$ cat src/rtl/div_unit.sv
// rtl/div_unit.sv - iterative RV32M DIV/DIVU/REM/REMU unit writing results to the register file
// Radix-2 restoring divider, one quotient bit per clock, single-cycle fast path for x/0 and overflow.
module div_unit #(
  parameter int WIDTH = 32
) (
  input  logic             SYS_clk,
  input  logic             SYS_reset,
  input  logic             DIV_start,
  input  logic [2:0]       DIV_funct3,
  input  logic [WIDTH-1:0] DIV_rs1_data,
  input  logic [WIDTH-1:0] DIV_rs2_data,
  input  logic [4:0]       DIV_rd,
  input  logic             DIV_flush,
  output logic             DIV_busy,
  output logic             DIV_done,
  output logic [4:0]       REG_write_address,
  output logic             REG_write_enable,
  output logic [WIDTH-1:0] REG_write_value
);

  localparam int CW = (WIDTH > 1) ? $clog2(WIDTH) : 1;
  localparam logic [CW-1:0]    LAST_COUNT = CW'(WIDTH - 1);
  localparam logic [WIDTH-1:0] ALL_ONES   = '1;
  localparam logic [WIDTH-1:0] MIN_NEG    = {1'b1, {(WIDTH-1){1'b0}}};

  typedef enum logic [1:0] {IDLE, CALC, DONE} state_t;

  state_t           state_q, state_d;
  logic [CW-1:0]    count_q, count_d;
  logic [WIDTH-1:0] quo_q, quo_d;
  logic [WIDTH-1:0] rem_q, rem_d;
  logic [WIDTH-1:0] dvsr_q, dvsr_d;
  logic             is_rem_q, is_rem_d;
  logic             neg_quo_q, neg_quo_d;
  logic             neg_rem_q, neg_rem_d;
  logic             busy_q, busy_d;
  logic             done_q, done_d;
  logic             wen_q, wen_d;
  logic [4:0]       waddr_q, waddr_d;
  logic [WIDTH-1:0] wval_q, wval_d;

  logic             op_signed, op_rem, a_neg, b_neg, div_zero, sgn_ovf;
  logic [WIDTH-1:0] a_abs, b_abs;
  logic [WIDTH:0]   rem_sh, diff;
  logic             step_ok;
  logic [WIDTH-1:0] step_rem, step_quo, fin_rem, fin_quo;

  // Unlisted funct3 codes fall through to unsigned quotient (DIVU).
  assign op_signed = (DIV_funct3 == 3'b100) || (DIV_funct3 == 3'b110);
  assign op_rem    = (DIV_funct3 == 3'b110) || (DIV_funct3 == 3'b111);
  assign a_neg     = op_signed & DIV_rs1_data[WIDTH-1];
  assign b_neg     = op_signed & DIV_rs2_data[WIDTH-1];
  assign a_abs     = a_neg ? ('0 - DIV_rs1_data) : DIV_rs1_data;
  assign b_abs     = b_neg ? ('0 - DIV_rs2_data) : DIV_rs2_data;
  assign div_zero  = (DIV_rs2_data == '0);
  assign sgn_ovf   = op_signed && (DIV_rs1_data == MIN_NEG) && (DIV_rs2_data == ALL_ONES);

  // Partial remainder needs one extra bit: it can reach almost twice the divisor.
  assign rem_sh   = {rem_q, quo_q[WIDTH-1]};
  assign diff     = rem_sh - {1'b0, dvsr_q};
  assign step_ok  = ~diff[WIDTH];
  assign step_rem = step_ok ? diff[WIDTH-1:0] : rem_sh[WIDTH-1:0];
  assign step_quo = {quo_q[WIDTH-2:0], step_ok};
  assign fin_quo  = neg_quo_q ? ('0 - step_quo) : step_quo;
  assign fin_rem  = neg_rem_q ? ('0 - step_rem) : step_rem;

  always_comb begin
    state_d   = state_q;
    count_d   = count_q;
    quo_d     = quo_q;
    rem_d     = rem_q;
    dvsr_d    = dvsr_q;
    is_rem_d  = is_rem_q;
    neg_quo_d = neg_quo_q;
    neg_rem_d = neg_rem_q;
    busy_d    = busy_q;
    done_d    = 1'b0;
    wen_d     = 1'b0;
    waddr_d   = waddr_q;
    wval_d    = wval_q;
    case (state_q)
      IDLE: begin
        if (DIV_start && !DIV_flush) begin
          busy_d   = 1'b1;
          is_rem_d = op_rem;
          waddr_d  = DIV_rd;
          count_d  = '0;
          if (div_zero || sgn_ovf) begin
            state_d = DONE;
            done_d  = 1'b1;
            wen_d   = (DIV_rd != 5'd0);
            if (div_zero) wval_d = op_rem ? DIV_rs1_data : ALL_ONES;
            else          wval_d = op_rem ? '0 : MIN_NEG;
          end else begin
            state_d   = CALC;
            quo_d     = a_abs;
            rem_d     = '0;
            dvsr_d    = b_abs;
            neg_quo_d = a_neg ^ b_neg;
            neg_rem_d = a_neg;
          end
        end
      end
      CALC: begin
        if (DIV_flush) begin
          state_d = IDLE;
          busy_d  = 1'b0;
        end else begin
          quo_d   = step_quo;
          rem_d   = step_rem;
          count_d = count_q + 1'b1;
          if (count_q == LAST_COUNT) begin
            state_d = DONE;
            done_d  = 1'b1;
            wen_d   = (waddr_q != 5'd0);
            wval_d  = is_rem_q ? fin_rem : fin_quo;
          end
        end
      end
      DONE: begin
        state_d = IDLE;
        busy_d  = 1'b0;
      end
      default: begin
        state_d = IDLE;
        busy_d  = 1'b0;
      end
    endcase
  end

  always_ff @(posedge SYS_clk) begin
    if (SYS_reset) begin
      state_q   <= IDLE;
      count_q   <= '0;
      quo_q     <= '0;
      rem_q     <= '0;
      dvsr_q    <= '0;
      is_rem_q  <= 1'b0;
      neg_quo_q <= 1'b0;
      neg_rem_q <= 1'b0;
      busy_q    <= 1'b0;
      done_q    <= 1'b0;
      wen_q     <= 1'b0;
      waddr_q   <= '0;
      wval_q    <= '0;
    end else begin
      state_q   <= state_d;
      count_q   <= count_d;
      quo_q     <= quo_d;
      rem_q     <= rem_d;
      dvsr_q    <= dvsr_d;
      is_rem_q  <= is_rem_d;
      neg_quo_q <= neg_quo_d;
      neg_rem_q <= neg_rem_d;
      busy_q    <= busy_d;
      done_q    <= done_d;
      wen_q     <= wen_d;
      waddr_q   <= waddr_d;
      wval_q    <= wval_d;
    end
  end

  assign DIV_busy          = busy_q;
  assign DIV_done          = done_q;
  assign REG_write_enable  = wen_q;
  assign REG_write_address = waddr_q;
  assign REG_write_value   = wval_q;

endmodule

$ cat config.mk
export PLATFORM = sky130hd
export DESIGN_NAME = div_unit
export DESIGN_NICKNAME = d
export VERILOG_FILES = /design/src/rtl/div_unit.sv
export SDC_FILE = /design/constraint.sdc
export NUM_CORES = 1
export LEC_CHECK = 0
export ABC_AREA = 1
export CORE_MARGIN = 2
export CORE_UTILIZATION = 55
export CTS_BUF_LIST = sky130_fd_sc_hd__clkbuf_16
export CTS_CLUSTER_DIAMETER = 80
export DETAILED_ROUTE_END_ITERATION = 6
export PLACE_DENSITY = 0.76
export SLEW_MARGIN = 30
export SYNTH_ARGS = -nofsm -noshare
export SYNTH_HDL_FRONTEND = slang
export SYNTH_SLANG_ARGS = --single-unit
$ cat constraint.sdc
create_clock -name SYS_clk -period 11.45 [get_ports SYS_clk]
set_clock_uncertainty 0.2 [all_clocks]
set_input_delay 1.7175 -clock SYS_clk [delete_from_list [all_inputs] [get_ports SYS_clk]]
set_output_delay 1.7175 -clock SYS_clk [all_outputs]
set_load 0.05 [all_outputs]
==> metrics.txt <==
# TYPE chip_impl_metric gauge
chip_impl_metric{name="synth_cell_types",unit=""} 54
chip_impl_metric{name="synth_edf_count",unit=""} 0
chip_impl_info{name="reg_to_reg_end",value="REG_write_value[28]$_SDFFE_PP0P_"} 1
chip_impl_metric{name="synth_seq_cells",unit=""} 146
chip_impl_metric{name="syn_nets",unit=""} 2510
chip_impl_metric{name="skew_pair_late_insertion_delay",unit="ps"} 440
chip_impl_metric{name="dp_hpwl",unit="µm"} 34200
chip_impl_metric{name="highest_attainable_clock_frequency",unit="GHz"} 0.174
chip_impl_metric{name="reg2reg_path_depth",unit=""} 30
chip_impl_metric{name="yosys_warns",unit=""} 0
chip_impl_metric{name="pin_count",unit=""} 116
chip_impl_metric{name="irDropWorstVdd",unit="V"} 0.0000875
chip_impl_info{name="critical_path_class",value="in -> reg"} 1
chip_impl_metric{name="antenna_cells",unit=""} 0
chip_impl_metric{name="number_of_h_tree_levels",unit=""} 4
chip_impl_metric{name="synth_cells",unit=""} 2394
chip_impl_metric{name="worst-r2r-setup-slack",unit="ps"} 6080
chip_impl_metric{name="route.vias.total",unit=""} 15500
chip_impl_info{name="layout.cells.most_common_list",value="731 x sky130_fd_sc_hd__nand2_1, 324 x sky130_fd_sc_hd__inv_1, 227 x sky130_fd_sc_hd__nor2_1, 218 x sky130_fd_sc_hd__a21oi_1, 190 x sky130_fd_sc_hd__o21ai_0"} 1
chip_impl_metric{name="dieWidth",unit="µm"} 160
chip_impl_metric{name="seq_pwr_share",unit=""} 0.346
chip_impl_info{name="holdCritPathClass",value="reg -> reg"} 1
chip_impl_metric{name="hold_buffers",unit=""} 0
chip_impl_metric{name="drive_gt1_frac",unit=""} 0.0508
chip_impl_info{name="timing.critical_path.from",value="DIV_rs1_data[0]"} 1
chip_impl_info{name="synth_area_leader_cell",value="sky130_fd_sc_hd__dfxtp_1"} 1
chip_impl_metric{name="avg_synthesized_cell_area",unit="µm²"} 5.59
chip_impl_metric{name="drt-wirelength-per-cell",unit="µm"} 16.2
chip_impl_metric{name="report.power.total",unit="µW"} 1610
chip_impl_metric{name="hold_ws",unit="ps"} 263
chip_impl_metric{name="synthesis.area",unit="µm²"} 13400
chip_impl_metric{name="drt_via_density",unit=""} 5.58
chip_impl_info{name="mostFrequentLayoutCell",value="sky130_fd_sc_hd__nand2_1"} 1
chip_impl_metric{name="cts_sinks",unit=""} 146
chip_impl_metric{name="placement.setup.worst_slack",unit="ps"} 5330
chip_impl_metric{name="worst_ep_required_time",unit="ps"} 11620
chip_impl_info{name="rsz0062_at_grt",value="false"} 1
chip_impl_metric{name="power_per_cell_area",unit="nW/µm²"} 106
chip_impl_metric{name="finalCriticalPeriod",unit="ps"} 5750
chip_impl_metric{name="num_rows",unit=""} 57
chip_impl_metric{name="power.leakage",unit="µW"} 0.00737
chip_impl_metric{name="finalMaxSlewViolations",unit=""} 0
chip_impl_metric{name="postRouteAntennaNets",unit=""} 0
chip_impl_metric{name="floorplan.initialDensity",unit=""} 0.555
chip_impl_metric{name="cts.repair_timing.setup_buffer_count",unit=""} 0
chip_impl_metric{name="finalSetupViolations",unit=""} 0
chip_impl_metric{name="port_buffers",unit=""} 115
chip_impl_metric{name="tritoncts.num_buffers",unit=""} 17
chip_impl_metric{name="clk_transition_reported_paths",unit="ps"} 70
chip_impl_info{name="worst_hold_startpoint",value="REG_write_value[28]$_SDFFE_PP0P_"} 1
chip_impl_metric{name="num-nets-final",unit=""} 2563
chip_impl_metric{name="worst_slew_pin_slew",unit="ps"} 851
chip_impl_metric{name="arrival",unit="ps"} 5920
chip_impl_info{name="synthTopCellsByArea",value="sky130_fd_sc_hd__dfxtp_1 22%, sky130_fd_sc_hd__nand2_1 21%, sky130_fd_sc_hd__inv_1 9.1%"} 1
chip_impl_metric{name="hold_viol",unit=""} 0
chip_impl_metric{name="final_critical_path_setup_slack",unit="ps"} 5700
chip_impl_metric{name="fp.dieArea",unit="µm²"} 25600
chip_impl_metric{name="die_h",unit="µm"} 160
chip_impl_metric{name="cap_viol_max_count",unit=""} 0
chip_impl_metric{name="drt-initial-drc-count",unit=""} 1477
chip_impl_metric{name="min_period_over_period",unit=""} 0.502
chip_impl_metric{name="switching_share",unit=""} 0.390
chip_impl_metric{name="total_switching_power",unit="µW"} 627
chip_impl_info{name="status",value="finished, final reports clean"} 1
chip_impl_metric{name="grt.total_usage",unit=""} 0.348
chip_impl_metric{name="p_comb_frac",unit=""} 0.306
chip_impl_metric{name="finalSetupTns",unit="ps"} 0
chip_impl_info{name="crit_end",value="quo_q[9]$_SDFFE_PP0P_"} 1
chip_impl_metric{name="detail_route.wirelength",unit="µm"} 45100
chip_impl_metric{name="synth-async-reset-ratio",unit=""} 0
chip_impl_info{name="end_kind",value="flip-flop"} 1
chip_impl_info{name="crit_path_start_kind",value="primary input"} 1
chip_impl_metric{name="antenna_found_initial",unit=""} 0
chip_impl_metric{name="final_util",unit=""} 0.630
chip_impl_metric{name="clockPowerShare",unit=""} 0.348
chip_impl_metric{name="grt_overflow",unit=""} 0
chip_impl_metric{name="drt-pass1-iter-count",unit=""} 6
chip_impl_metric{name="first_global_vias",unit=""} 13800
chip_impl_info{name="timing.rr.start",value="quo_q[31]$_SDFFE_PP0P_"} 1
chip_impl_metric{name="grt_max_degree",unit=""} 86
chip_impl_metric{name="max-clock-path-buffers",unit=""} 2
chip_impl_info{name="clock_tree.root_cell",value="sky130_fd_sc_hd__clkbuf_16"} 1
chip_impl_metric{name="synth_sequential_area_ratio",unit=""} 0.218
chip_impl_metric{name="crit_path_max_fanout",unit=""} 43
chip_impl_metric{name="ctsResizeCount",unit=""} 0
chip_impl_metric{name="gp_routability_congestion",unit=""} 0.973
chip_impl_metric{name="fraction_of_synthesized_cell_area_taken_by_the_top_area_cell_type",unit=""} 0.218
chip_impl_info{name="ys_dominant_reg_cell",value="sky130_fd_sc_hd__dfxtp_1"} 1
chip_impl_metric{name="syn2layout_area_growth",unit="%"} 13.5
chip_impl_metric{name="slew_headroom",unit=""} 0.433
chip_impl_metric{name="grt_pass1_wl",unit="µm"} 71900
chip_impl_info{name="tritoncts_clock_tree",value="built"} 1
chip_impl_metric{name="fp.coreArea",unit="µm²"} 24100
chip_impl_metric{name="internal_power",unit="µW"} 982
chip_impl_metric{name="remaining_drc_errors",unit=""} 0
-- kinds of logic (layout without fill, tap and decap cells) --
kind of cell / after synthesis / in the layout / share of synthesized area
adders and majority gates: 40 / 40 / 0.0380
AOI/OAI and AO/OA: 465 / 465 / 0.182
DFF: 146 / 146 / 0.218
and+or+nand+nor: 1268 / 1268 / 0.405
xor gates and xnor gates: 47 / 47 / 0.0308
buffers and inverters: 428 / 494 / 0.126
-- synthesized netlist by cell type, types with 4 or more instances --
master / count
sky130_fd_sc_hd__nand2_1: 732
sky130_fd_sc_hd__inv_1: 326
sky130_fd_sc_hd__nor2_1: 231
sky130_fd_sc_hd__a21oi_1: 218
sky130_fd_sc_hd__o21ai_0: 190
sky130_fd_sc_hd__nand3_1: 153
sky130_fd_sc_hd__dfxtp_1: 146
sky130_fd_sc_hd__clkbuf_1: 66
sky130_fd_sc_hd__ha_1: 39
sky130_fd_sc_hd__nor3_1: 38
sky130_fd_sc_hd__xor2_1: 32
sky130_fd_sc_hd__nand2_2: 30
sky130_fd_sc_hd__nand4_1: 24
sky130_fd_sc_hd__a31oi_1: 16
sky130_fd_sc_hd__xnor2_1: 15
sky130_fd_sc_hd__nor2_2: 14
sky130_fd_sc_hd__nand3b_1: 11
sky130_fd_sc_hd__o22ai_1: 10
sky130_fd_sc_hd__buf_1: 9
sky130_fd_sc_hd__buf_2: 9
sky130_fd_sc_hd__o21ai_1: 8
sky130_fd_sc_hd__nor4_1: 7
sky130_fd_sc_hd__inv_2: 6
sky130_fd_sc_hd__nand2_4: 6
sky130_fd_sc_hd__buf_6: 5
sky130_fd_sc_hd__and2_1: 4
sky130_fd_sc_hd__o211ai_1: 4
sky130_fd_sc_hd__or2_2: 4
-- critical path, stage by stage --
cell and delay [ps]:
sky130_fd_sc_hd__clkdlybuf4s50_1 460, sky130_fd_sc_hd__inv_1 80, sky130_fd_sc_hd__ha_1 160, sky130_fd_sc_hd__nand2_1 110, sky130_fd_sc_hd__nor4_1 360, sky130_fd_sc_hd__nand3_1 140, sky130_fd_sc_hd__nor4_1 640, sky130_fd_sc_hd__nand3_1 150
sky130_fd_sc_hd__nand2_1 90, sky130_fd_sc_hd__inv_1 60, sky130_fd_sc_hd__nand2_1 140, sky130_fd_sc_hd__nand2_1 70, sky130_fd_sc_hd__inv_1 80, sky130_fd_sc_hd__nor2_1 40, sky130_fd_sc_hd__buf_4 230, sky130_fd_sc_hd__inv_1 530
sky130_fd_sc_hd__buf_4 530, sky130_fd_sc_hd__o21ai_0 150, sky130_fd_sc_hd__a21oi_1 150
-- worst min path at each step --
stage / slack [ps] / endpoint / depth (start not counted)
after global placement: 250 / dvsr_q[2]$_SDFFE_PP0P_ / 2
after floorplan: 230 / dvsr_q[13]$_SDFFE_PP0P_ / 2
after CTS: 270 / REG_write_value[28]$_SDFFE_PP0P_ / 2
final: 260 / REG_write_value[28]$_SDFFE_PP0P_ / 2
after global routing: 290 / REG_write_value[28]$_SDFFE_PP0P_ / 2
after detailed placement: 260 / REG_write_value[28]$_SDFFE_PP0P_ / 2
-- power by group through the flow --
stage / clock network, µW / logic [µW] / registers [µW]
global route: 584 / 549 / 560
floorplan: 0 / 327 / 572
detailed placement: 0 / 479 / 567
global placement: 0 / 473 / 567
CTS: 560 / 482 / 556
finish: 559 / 492 / 557
-- area by class of cell --
cell class	count	area (µm²)
clock buffers	17	425
clock inverters	15	141
fillers	2500	8920
inverters	334	1260
multi-input cells	1820	8790
flip-flops and latches	146	2920
well taps	324	405
repair buffers	128	1240
-- metrics by stage --
| stage | instance area [µm²] | instances |
|---|---|---|
| 3_3_place_gp | 14600 | 2752 |
| 4_1_cts | 15200 | 2784 |
| 5_1_grt | 15200 | 2784 |
| 6_report | 15200 | 2784 |
| 3_5_place_dp | 14600 | 2752 |
| 2_1_floorplan | 13400 | 2394 |
-- routing by layer --
metal / track usage / share of wire / up-vias
li1: - / - / 7781
met1: 0.497 / 0.45 / 6977
met2: 0.553 / 0.44 / 678
met3: 0.0374 / 0.081 / 92
met4: 0.106 / 0.028 / 0
met5: 0 / 0 / -
-- flip-flops by register name (all words and copies together), names as in the netlist --
signal	count
count_q	5
REG_write_value	32
neg_rem_q	1
is_rem_q	1
DIV_busy	1
dvsr_q	32
REG_write_enable	1
neg_quo_q	1
DIV_done	1
REG_write_address	5
quo_q	32
rem_q	32
state_q	2
Power figures use the tool's default switching activity.
